--- src/rtl/recursion_pass_scheduler.sv ---
// Sequencer that time-multiplexes one shared fixed-latency complex MAC unit
// across N lookback-recursion channels. One pass per downsampled strobe:
// issue channels 0..N-1 back to back, track write-backs, pulse done.
module recursion_pass_scheduler #(
  parameter int unsigned N      = 4,
  parameter int unsigned PU_LAT = 2,
  parameter int unsigned DSR    = 12,
  localparam int unsigned CW    = (N > 1) ? $clog2(N) : 1
) (
  input  logic          clk,
  input  logic          rst,
  input  logic          strobe,
  input  logic          valid_in,
  output logic          issue,
  output logic [CW-1:0] ch_sel,
  output logic          zero_state,
  output logic          wb_en,
  output logic [CW-1:0] wb_ch,
  output logic          busy,
  output logic          done,
  output logic          overrun
);

  // A full pass (issue + drain + done + return to idle) must fit in one sample period.
  localparam bit FitsInSample = (N + PU_LAT + 2) <= DSR;

  if (!FitsInSample) begin : g_bad_params
    $error("recursion_pass_scheduler: N + PU_LAT + 2 exceeds DSR");
  end

  localparam logic [CW-1:0] LastCh = CW'(N - 1);

  typedef enum logic [1:0] {StIdle, StIssue, StDrain, StDone} state_e;

  state_e        state_q, state_d;
  logic [CW-1:0] cnt_q, cnt_d;
  logic          zs_q;
  logic          overrun_q;
  logic [PU_LAT-1:0] wb_vld_q;
  logic [CW-1:0]     wb_ch_q [PU_LAT];

  // State, channel counter, per-pass zero-state flag and sticky overrun flag.
  always_ff @(posedge clk) begin
    if (rst) begin
      state_q   <= StIdle;
      cnt_q     <= '0;
      zs_q      <= 1'b0;
      overrun_q <= 1'b0;
    end else begin
      state_q <= state_d;
      cnt_q   <= cnt_d;
      // Captured once at pass start so a mid-pass valid_in change is ignored.
      if (state_q == StIdle && strobe) zs_q <= !valid_in;
      if (state_q != StIdle && strobe) overrun_q <= 1'b1;
    end
  end

  // Write-back tracker: delays {issue, ch_sel} by exactly PU_LAT cycles.
  always_ff @(posedge clk) begin
    if (rst) begin
      wb_vld_q <= '0;
      for (int i = 0; i < int'(PU_LAT); i++) wb_ch_q[i] <= '0;
    end else begin
      wb_vld_q[0] <= issue;
      wb_ch_q[0]  <= ch_sel;
      for (int i = 1; i < int'(PU_LAT); i++) begin
        wb_vld_q[i] <= wb_vld_q[i-1];
        wb_ch_q[i]  <= wb_ch_q[i-1];
      end
    end
  end

  assign wb_en      = wb_vld_q[PU_LAT-1];
  assign wb_ch      = wb_ch_q[PU_LAT-1];
  assign zero_state = issue & zs_q;
  assign busy       = (state_q != StIdle);
  assign overrun    = overrun_q;

  // Next-state logic and Moore outputs of the pass sequencer.
  always_comb begin
    state_d = state_q;
    cnt_d   = cnt_q;
    issue   = 1'b0;
    ch_sel  = '0;
    done    = 1'b0;
    unique case (state_q)
      StIdle: begin
        if (strobe) state_d = StIssue;
      end
      StIssue: begin
        issue  = 1'b1;
        ch_sel = cnt_q;
        if (cnt_q == LastCh) begin
          cnt_d   = '0;
          state_d = StDrain;
        end else begin
          cnt_d = cnt_q + CW'(1);
        end
      end
      StDrain: begin
        // The last channel's result is written this cycle; finish next cycle.
        if (wb_en && wb_ch == LastCh) state_d = StDone;
      end
      StDone: begin
        done    = 1'b1;
        state_d = StIdle;
      end
      default: state_d = StIdle;
    endcase
  end

endmodule

--- config.mk ---
export PLATFORM = sky130hd
export DESIGN_NAME = recursion_pass_scheduler
export DESIGN_NICKNAME = d
export VERILOG_FILES = /design/src/rtl/recursion_pass_scheduler.sv
export SDC_FILE = /design/constraint.sdc
export NUM_CORES = 1
export LEC_CHECK = 0
export ABC_AREA = 1
export BUFFER_PORTS_ARGS = -buffer_cell sky130_fd_sc_hd__buf_2
export CAP_MARGIN = 20
export CORE_AREA = 10 10 48 50
export CTS_BUF_LIST = sky130_fd_sc_hd__clkbuf_4
export CTS_CLUSTER_SIZE = 20
export DETAILED_ROUTE_END_ITERATION = 7
export DIE_AREA = 0 0 58 60
export PLACE_DENSITY = 0.59
export SLEW_MARGIN = 20
export SYNTH_ARGS = -nofsm -noshare
export SYNTH_HDL_FRONTEND = slang
export SYNTH_SLANG_ARGS = --single-unit
--- constraint.sdc ---
create_clock -name clk -period 1.7 [get_ports clk]
set_clock_uncertainty 0.1 [all_clocks]
set_input_delay 0.34 -clock clk [delete_from_list [all_inputs] [get_ports clk]]
set_output_delay 0.34 -clock clk [all_outputs]
set_load 0.005 [all_outputs]
### Word level (Yosys, flattened, before mapping)

Memories as Yosys holds them, arrays and structs flattened.
Cells that the tools add are included.

| storage, ports and cells | value |
|---|---|
| memories | 1 |
| bits of input ports | 4 |
| bits in writable memories | 4 |
| output and inout bits | 10 |
| register bits | 8 |

| operators by class | value |
|---|---|
| bitwise gates (word level) | 3 |
| equal/unequal tests | 8 |
| muxes and demuxes | 13 |
| add/subtract/negate cells | 1 |
| reduce and logical (&&, ||, !) cells | 7 |

Memory list:

| memory | depth | bits a word | rd ports | clocked after memory_dff | write ports | line | source |
|---|---|---|---|---|---|---|---|
| wb_ch_q | 2 | 2 | 2 | 0 | 2 | 40 | `logic [CW-1:0] wb_ch_q [PU_LAT];` |

Operators by type and width:

| operator | count |
|---|---|
| 2-bit 2-to-1 mux | 7 |
| 2-bit equality test, second input constant | 4 |
| 2-bit one-hot mux with 4 select lines | 1 |
| 2-bit inequality test, second input constant | 3 |
| 1-bit 2-to-1 mux | 5 |
| 1-bit logical AND | 3 |
| 3-bit AND reduction | 1 |
| 2-bit by 1-bit adder with 2-bit output, second input constant | 1 |
| 2-bit by 1-bit equality test with 1-bit output, second input constant | 1 |
| 2-bit logical NOT | 1 |
| 1-bit OR | 2 |
| 2-bit nonzero test | 1 |
| 1-bit bitwise AND | 1 |
| 1-bit logical NOT | 1 |

### Longest topological paths before layout

Gate-level depths: netlist of run 1.

| logic depth | value |
|---|---|
| word-level depth | 4 |
| depth in mapped cells | 8 |

### Worst setup path before layout of run 1

No wires, ideal clock.

| timing | value |
|---|---|
| path type | register to output |
| from | reg state_q[1] |
| to | out ch_sel[0] |
| data arrival time | 860 ps |
| stages on the path, launching flop included | 5 |
| required time | 1260 ps |
| slack | 400 ps |
| path through | dfxtp_1 inv_1 ha_1 nand2_1 inv_1 |

| on the way | value |
|---|---|
| longest elaborated chain between the ends | 2 |

RTL lines:

| item | line | source |
|---|---|---|
| start: declaration | 35 | `state_e state_q, state_d;` |
| start signal: assignment | 45 | `state_q <= StIdle;` |
| start signal: assignment | 50 | `state_q <= state_d;` |
| 2-bit by 1-bit equality test with 1-bit output | 86 | `unique case (state_q)` |
| 2-bit 2-to-1 mux | 86 |  |
| end: declaration | 15 | `output logic [CW-1:0] ch_sel,` |

No other way between the ends.

### Final worst setup path of run 1

| timing | value |
|---|---|
| from | reg state_q[0] |
| to | out busy |

| on the way | value |
|---|---|
| longest elaborated chain between the ends | 1 |

RTL lines:

| item | line | source |
|---|---|---|
| 2-bit nonzero test | 76 | `assign busy = (state_q != StIdle);` |
| end: declaration | 19 | `output logic busy,` |

No other way between the ends.

==> impl_metrics.toml, run 1 <==
[routing]
drc = 0
ant_nets = 0
drtIter0Drc = 5
first_pass_iters = 4
vias = 423
wire_per_inst_um = 10.0
viasPerCell = 4.27
routed_wl_um = 991

[floorplan]
placementRows = 14
io_pins = 14
die_y_um = 60
coreArea_mm2 = 0.00144
die_w_um = 58
dieArea_mm2 = 0.00348
start_util = 0.379

[pwr]
power_frac_clock = 0.174
p_switching_uw = 403
seqPwrFrac = 0.397
p_comb_frac = 0.429
power.internal_uw = 640
vdd_ir_drop_max_v = 0.000746
switching_share = 0.386
power_density_mw_per_mm2 = 1600
p_leak_uw = 0.000356

[sta]
worst_slew_pin_slew_ns = 0.155
rsz0062_at_grt = "no"
slew_viol_final = 0
layout_min_cycle_time_ns = 1.61
hold_viol_final = 0
setup_ws_ns = 0.0866
slew_headroom = 0.896
post-route-period-util = 0.949
fmax_mhz = 620
fin_setup_tns_ns = 0
setup_viol = 0

[global_route]
grt_use_total = 0.0644
grt_pass1_wl_mm = 1.77
antenna_found_initial = 0
grt_max_degree = 10
overflow = 0
grt_pass1_vias = 406

[placed_design]
io_buffer_count = 13
place_ws_ns = 0.242
place.detailed.hpwl_um = 785
place_congestion = 0.776

[job]
cap_violations = 0

[min_path]
min-delay-start = "valid_in"
min_delay_path_depth = 4
min_to = "zs_q"
hold_path_class = "in2reg"

[setup_path]
endpoint_kind = "output pin"
crit_type = "reg2out"
worst_r2r_path_depth = 5
r2r_start = "state_q[0]"
path_max_fanout = 4
r2r-end = "state_q[0]"
reg2reg_slack_ns = 0.32
crit_required_ns = 1.26
crit_arrival_ns = 1.17
cp-start-kind = "register"

[synth]
netlist_area_um2 = 544
ys_seq_elements = 12
synth_nets = 79
ys_types = 14
yosysWarnings = 0
synth.avg_cell_area_um2 = 7.89
syn_inst = 69
yosysSeqAreaShare = 0.441

[cts]
clock_latency_ns = 0.27
cts_tree = "built"
clock_path_buffers = 2
cts.htree.levels = 1
cts_hold_buf = 0
clkSlewWorstSetupHoldPaths_ns = 0.08
cts-root-buf = "clkbuf_4"
cts_sinks = 12
cts_buffers = 3

[outcome]
outcome = "finished, final reports clean"

[final_layout]
num_antenna_cells = 0
layout.nets = 94
syn_to_final_growth_pct = 19.5
final_layout_size_suffix_gt1_frac = 0.301
state kept, by name (all words and copies together), names as in the netlist:
| register | count |
|---|---|
| wb_vld_q | 2 |
| wb_ch_q | 4 |
| zs_q | 1 |
| overrun | 1 |
| state_q | 2 |
| cnt_q | 2 |
layout by cell type, fill, tap and decap left out, drive strengths merged:
cell type,Yosys,layout
inv,15,15
buf,3,13
nor2,12,12
dfxtp,12,12
nand2,9,9
ha,6,6
a21oi,5,5
clkbuf,0,3
nand3,3,3
o21ai,2,2
or2,1,1
nor3,1,1
clkinv,0,1
timing repair:
| item | 4_1_cts | 5_1_grt |
|---|---|---|
| buffers inserted | 0 | 0 |
| gates resized for setup | 1 | 5 |
| cloned | 0 | 0 |
| setup endpoints to repair | 3 | 4 |
metal layers:
layer | GRT usage | vias up | wire, um | share of wire
met2 | 0.104 | 6 | 490 | 0.49
met3 | 0.0275 | 2 | 39 | 0.039
li1 | - | 232 | - | -
met4 | 0.0302 | 0 | 9 | 0.0091
met1 | 0.0709 | 183 | 451 | 0.46
met5 | 0 | - | 0 | 0
cell type report:
cell class	count	area, um^2
fillers	164	786
well taps	16	20.0
repair buffers	13	65.1
multi-input cells	39	238
flip-flops and latches	12	245
inverters	15	56.3
clock buffers	3	22.5
clock inverters	1	3.75
per-stage QoR:
stage / hold slack, ns / util / power [uW] / instances / cell area, um^2
after global routing: 0.242 / 0.453 / 1160 / 99 / 651
after floorplan: 0.288 / - / 714 / 69 / 544
after CTS: 0.241 / 0.443 / 1020 / 99 / 636
after detailed placement: 0.294 / 0.422 / 833 / 95 / 607
final: 0.238 / 0.453 / 1040 / 99 / 651
after global placement: 0.291 / 0.422 / 831 / 95 / 607
kinds of logic (layout without fill, tap and decap cells):
| logic type | after synthesis | in the layout | share of synthesized area |
|---|---|---|---|
| compound gates | 7 | 7 | 0.0644 |
| fa+ha+maj | 6 | 6 | 0.138 |
| buf+inv | 18 | 32 | 0.145 |
| flops | 12 | 12 | 0.441 |
| simple gates | 26 | 26 | 0.211 |
worst max path at each step:
stage               startpoint   endpoint  slack (ns)  cells after the start
floorplan           state_q[1]  ch_sel[0]        0.40                      4
global placement    state_q[1]  ch_sel[0]        0.27                      5
finish              state_q[0]       busy        0.09                      4
CTS                 state_q[1]  ch_sel[0]        0.01                      5
global route        state_q[0]       busy        0.02                      4
detailed placement  state_q[1]  ch_sel[0]        0.24                      5
worst max-delay path, stage by stage (launching register included):
cell	delay [ns]
dfxtp_4	0.39
inv_1	0.08
ha_1	0.24
inv_1	0.08
buf_2	0.11
synthesized netlist by cell type:
| cell type | count | area (um^2) |
|---|---|---|
| nand3_1 | 2 | 10.0 |
| inv_2 | 1 | 3.75 |
| a21oi_1 | 5 | 25.0 |
| nand3_2 | 1 | 10.0 |
| ha_1 | 6 | 75.1 |
| or2_2 | 1 | 6.26 |
| nor3_1 | 1 | 5.00 |
| nor2_1 | 12 | 45.0 |
| dfxtp_1 | 12 | 240 |
| o21ai_0 | 2 | 10.0 |
| buf_4 | 3 | 22.5 |
| nand2_1 | 7 | 26.3 |
| inv_1 | 14 | 52.6 |
| nand2_2 | 2 | 12.5 |
power groups by stage:
stage / clock network (uW) / logic [uW] / registers [uW]
final: 182 / 447 / 414
after global routing: 201 / 529 / 428
after CTS: 185 / 436 / 396
after detailed placement: 0 / 430 / 403
after global placement: 0 / 431 / 401
after floorplan: 0 / 321 / 393
(Power assumes the default switching activity.)
==> run 2: changes to the inputs <==
--- a/config.mk
+++ b/config.mk
@@ -13,7 +13,9 @@
 export CTS_CLUSTER_SIZE = 20
 export DETAILED_ROUTE_END_ITERATION = 7
 export DIE_AREA = 0 0 58 60
+export GPL_TIMING_DRIVEN = 0
 export PLACE_DENSITY = 0.59
+export SETUP_SLACK_MARGIN = 0.5
 export SLEW_MARGIN = 20
 export SYNTH_ARGS = -nofsm -noshare
 export SYNTH_HDL_FRONTEND = slang
==> impl_metrics.toml, run 2 (synthesis gave the netlist of run 1 again) <==
[outcome]
outcome = "finished, final reports clean"

[setup_path]
path_cells = "inv_4 > ha_4 > nand2_2 > inv_2 > buf_6"
crit_arrival_ns = 1.08
path_max_fanout = 5
crit_type = "reg2out"
endpoint_kind = "output pin"
slowest_delay_ns = 0.36
cp-startpoint = "state_q[1]"
crit_required_ns = 1.26
crit_slowest_cell = "dfxtp_4"
cp-start-kind = "register"
r2r_start = "state_q[1]"

[cts]
cts_tree = "built"
clkSlewWorstSetupHoldPaths_ns = 0.08
clock_path_buffers = 2
cts_buffers = 3
cts_sinks = 12
cts_hold_buf = 0
cts.htree.levels = 1
clock_latency_ns = 0.27
cts-root-buf = "clkbuf_4"

[floorplan]
coreArea_mm2 = 0.00144
placementRows = 14
die_y_um = 60
die_w_um = 58
start_util = 0.379
dieArea_mm2 = 0.00348
io_pins = 14

[sta]
fin_setup_tns_ns = 0
hold_slack_ns = 0.181
worst_slew_pin_slew_ns = 0.149
layout_min_cycle_time_ns = 1.52
hold_viol_final = 0
slew_headroom = 0.900
rsz0062_at_grt = "yes"
fmax_mhz = 659
post-route-period-util = 0.893
setup_viol = 0
slew_viol_final = 0

[final_layout]
layout.nets = 106
nFillCells = 132
final_cell_mix = "nor2_1, inv_1, buf_4, buf_2, buf_6"
syn_to_final_growth_pct = 49.4
final_layout_size_suffix_gt1_frac = 0.516
num_antenna_cells = 0
largest_reg_flops = 4
largest-register = "wb_ch_q"
final_common_cell = "nor2_1"

[routing]
drtIter0Drc = 5
ant_nets = 0
wire_per_inst_um = 10.3
drc = 0
viasPerCell = 4.32
routed_wl_mm = 1.14
vias = 479
first_pass_iters = 4

[pwr]
p_leak_uw = 0.000424
report.power.total_uw = 1290
power_density_mw_per_mm2 = 1590
vdd_ir_drop_max_v = 0.000819

[job]
cap_violations = 0

[global_route]
grt_pass1_wl_mm = 1.97
grt_use_total = 0.0769
antenna_found_initial = 0
overflow = 0
grt_max_degree = 10
grt_pass1_vias = 490

[placed_design]
place.detailed.hpwl_um = 765
io_buffer_count = 12
place_congestion = 0.699

[min_path]
min-delay-start = "rst"
hold_path_class = "in2reg"
-- run 2: cell types whose count changed in the layout (fill, tap and decap cells not counted), sizes merged --
cell and change:
buf +12
-- run 2: worst max-delay path: cells and delay by family, from the launching register on --
kind / cells / cell delay (ns)
DFF: 1 / 0.36
buffers and inverters: 3 / 0.22
and+or+nand+nor: 1 / 0.06
adders and majority gates: 1 / 0.16
-- run 2: path summary, 6_finish.rpt --
path,end,slack (ns),depth (start not counted)
worst max register to register,state_q[1],0.23,11
worst min register to register,wb_ch_q[0][2],0.30,2
worst max-delay path,ch_sel[0],0.18,5
worst min-delay path,wb_ch_q[0][2],0.18,2
-- run 2: power by group --
part           leakage (uW)  internal, uW  total [uW]  switching, uW
Clock             0.0000154          84.9         183           98.4
Combinational      0.000307           364         680            316
Sequential         0.000101           365         429           63.9
Total              0.000424           814        1290            479
-- run 2: area by class of cell --
| class | count | area (um^2) | area share |
|---|---|---|---|
| Multi-Input combinational cell | 39 | 262 | 0.322 |
| Sequential cell | 12 | 253 | 0.311 |
| Timing Repair Buffer | 22 | 161 | 0.198 |
| Inverter | 15 | 61.3 | 0.0754 |
| Buffer | 3 | 30.0 | 0.0369 |
| Clock buffer | 3 | 22.5 | 0.0277 |
| Tap cell | 16 | 20.0 | 0.0246 |
| Clock inverter | 1 | 3.75 | 0.00462 |
-- run 2: timing repair --
action,4_1_cts,5_1_grt
pin swaps,5,4
setup endpoints to repair,10,14
gates resized for setup,18,7
buffers inserted,8,2
-- run 2: metal layers --
| layer | global-route usage | up-vias | part of all wire | routed length, um |
|---|---|---|---|---|
| li1 | - | 260 | - | - |
| met1 | 0.0675 | 207 | 0.41 | 470 |
| met2 | 0.118 | 10 | 0.49 | 555 |
| met3 | 0.0445 | 2 | 0.077 | 88 |
| met4 | 0.0805 | 0 | 0.022 | 25 |
| met5 | 0 | - | 0 | 0 |
-- run 2: metrics by stage --
step / setup slack (ns) / instance area, um^2 / utilization / std cells
2_1_floorplan: 0.472 / 559 / - / 69
3_3_place_gp: 0.379 / 639 / 0.445 / 97
3_5_place_dp: 0.371 / 639 / 0.445 / 97
4_1_cts: 0.183 / 782 / 0.544 / 109
5_1_grt: 0.118 / 813 / 0.566 / 111
6_report: 0.182 / 813 / 0.566 / 111
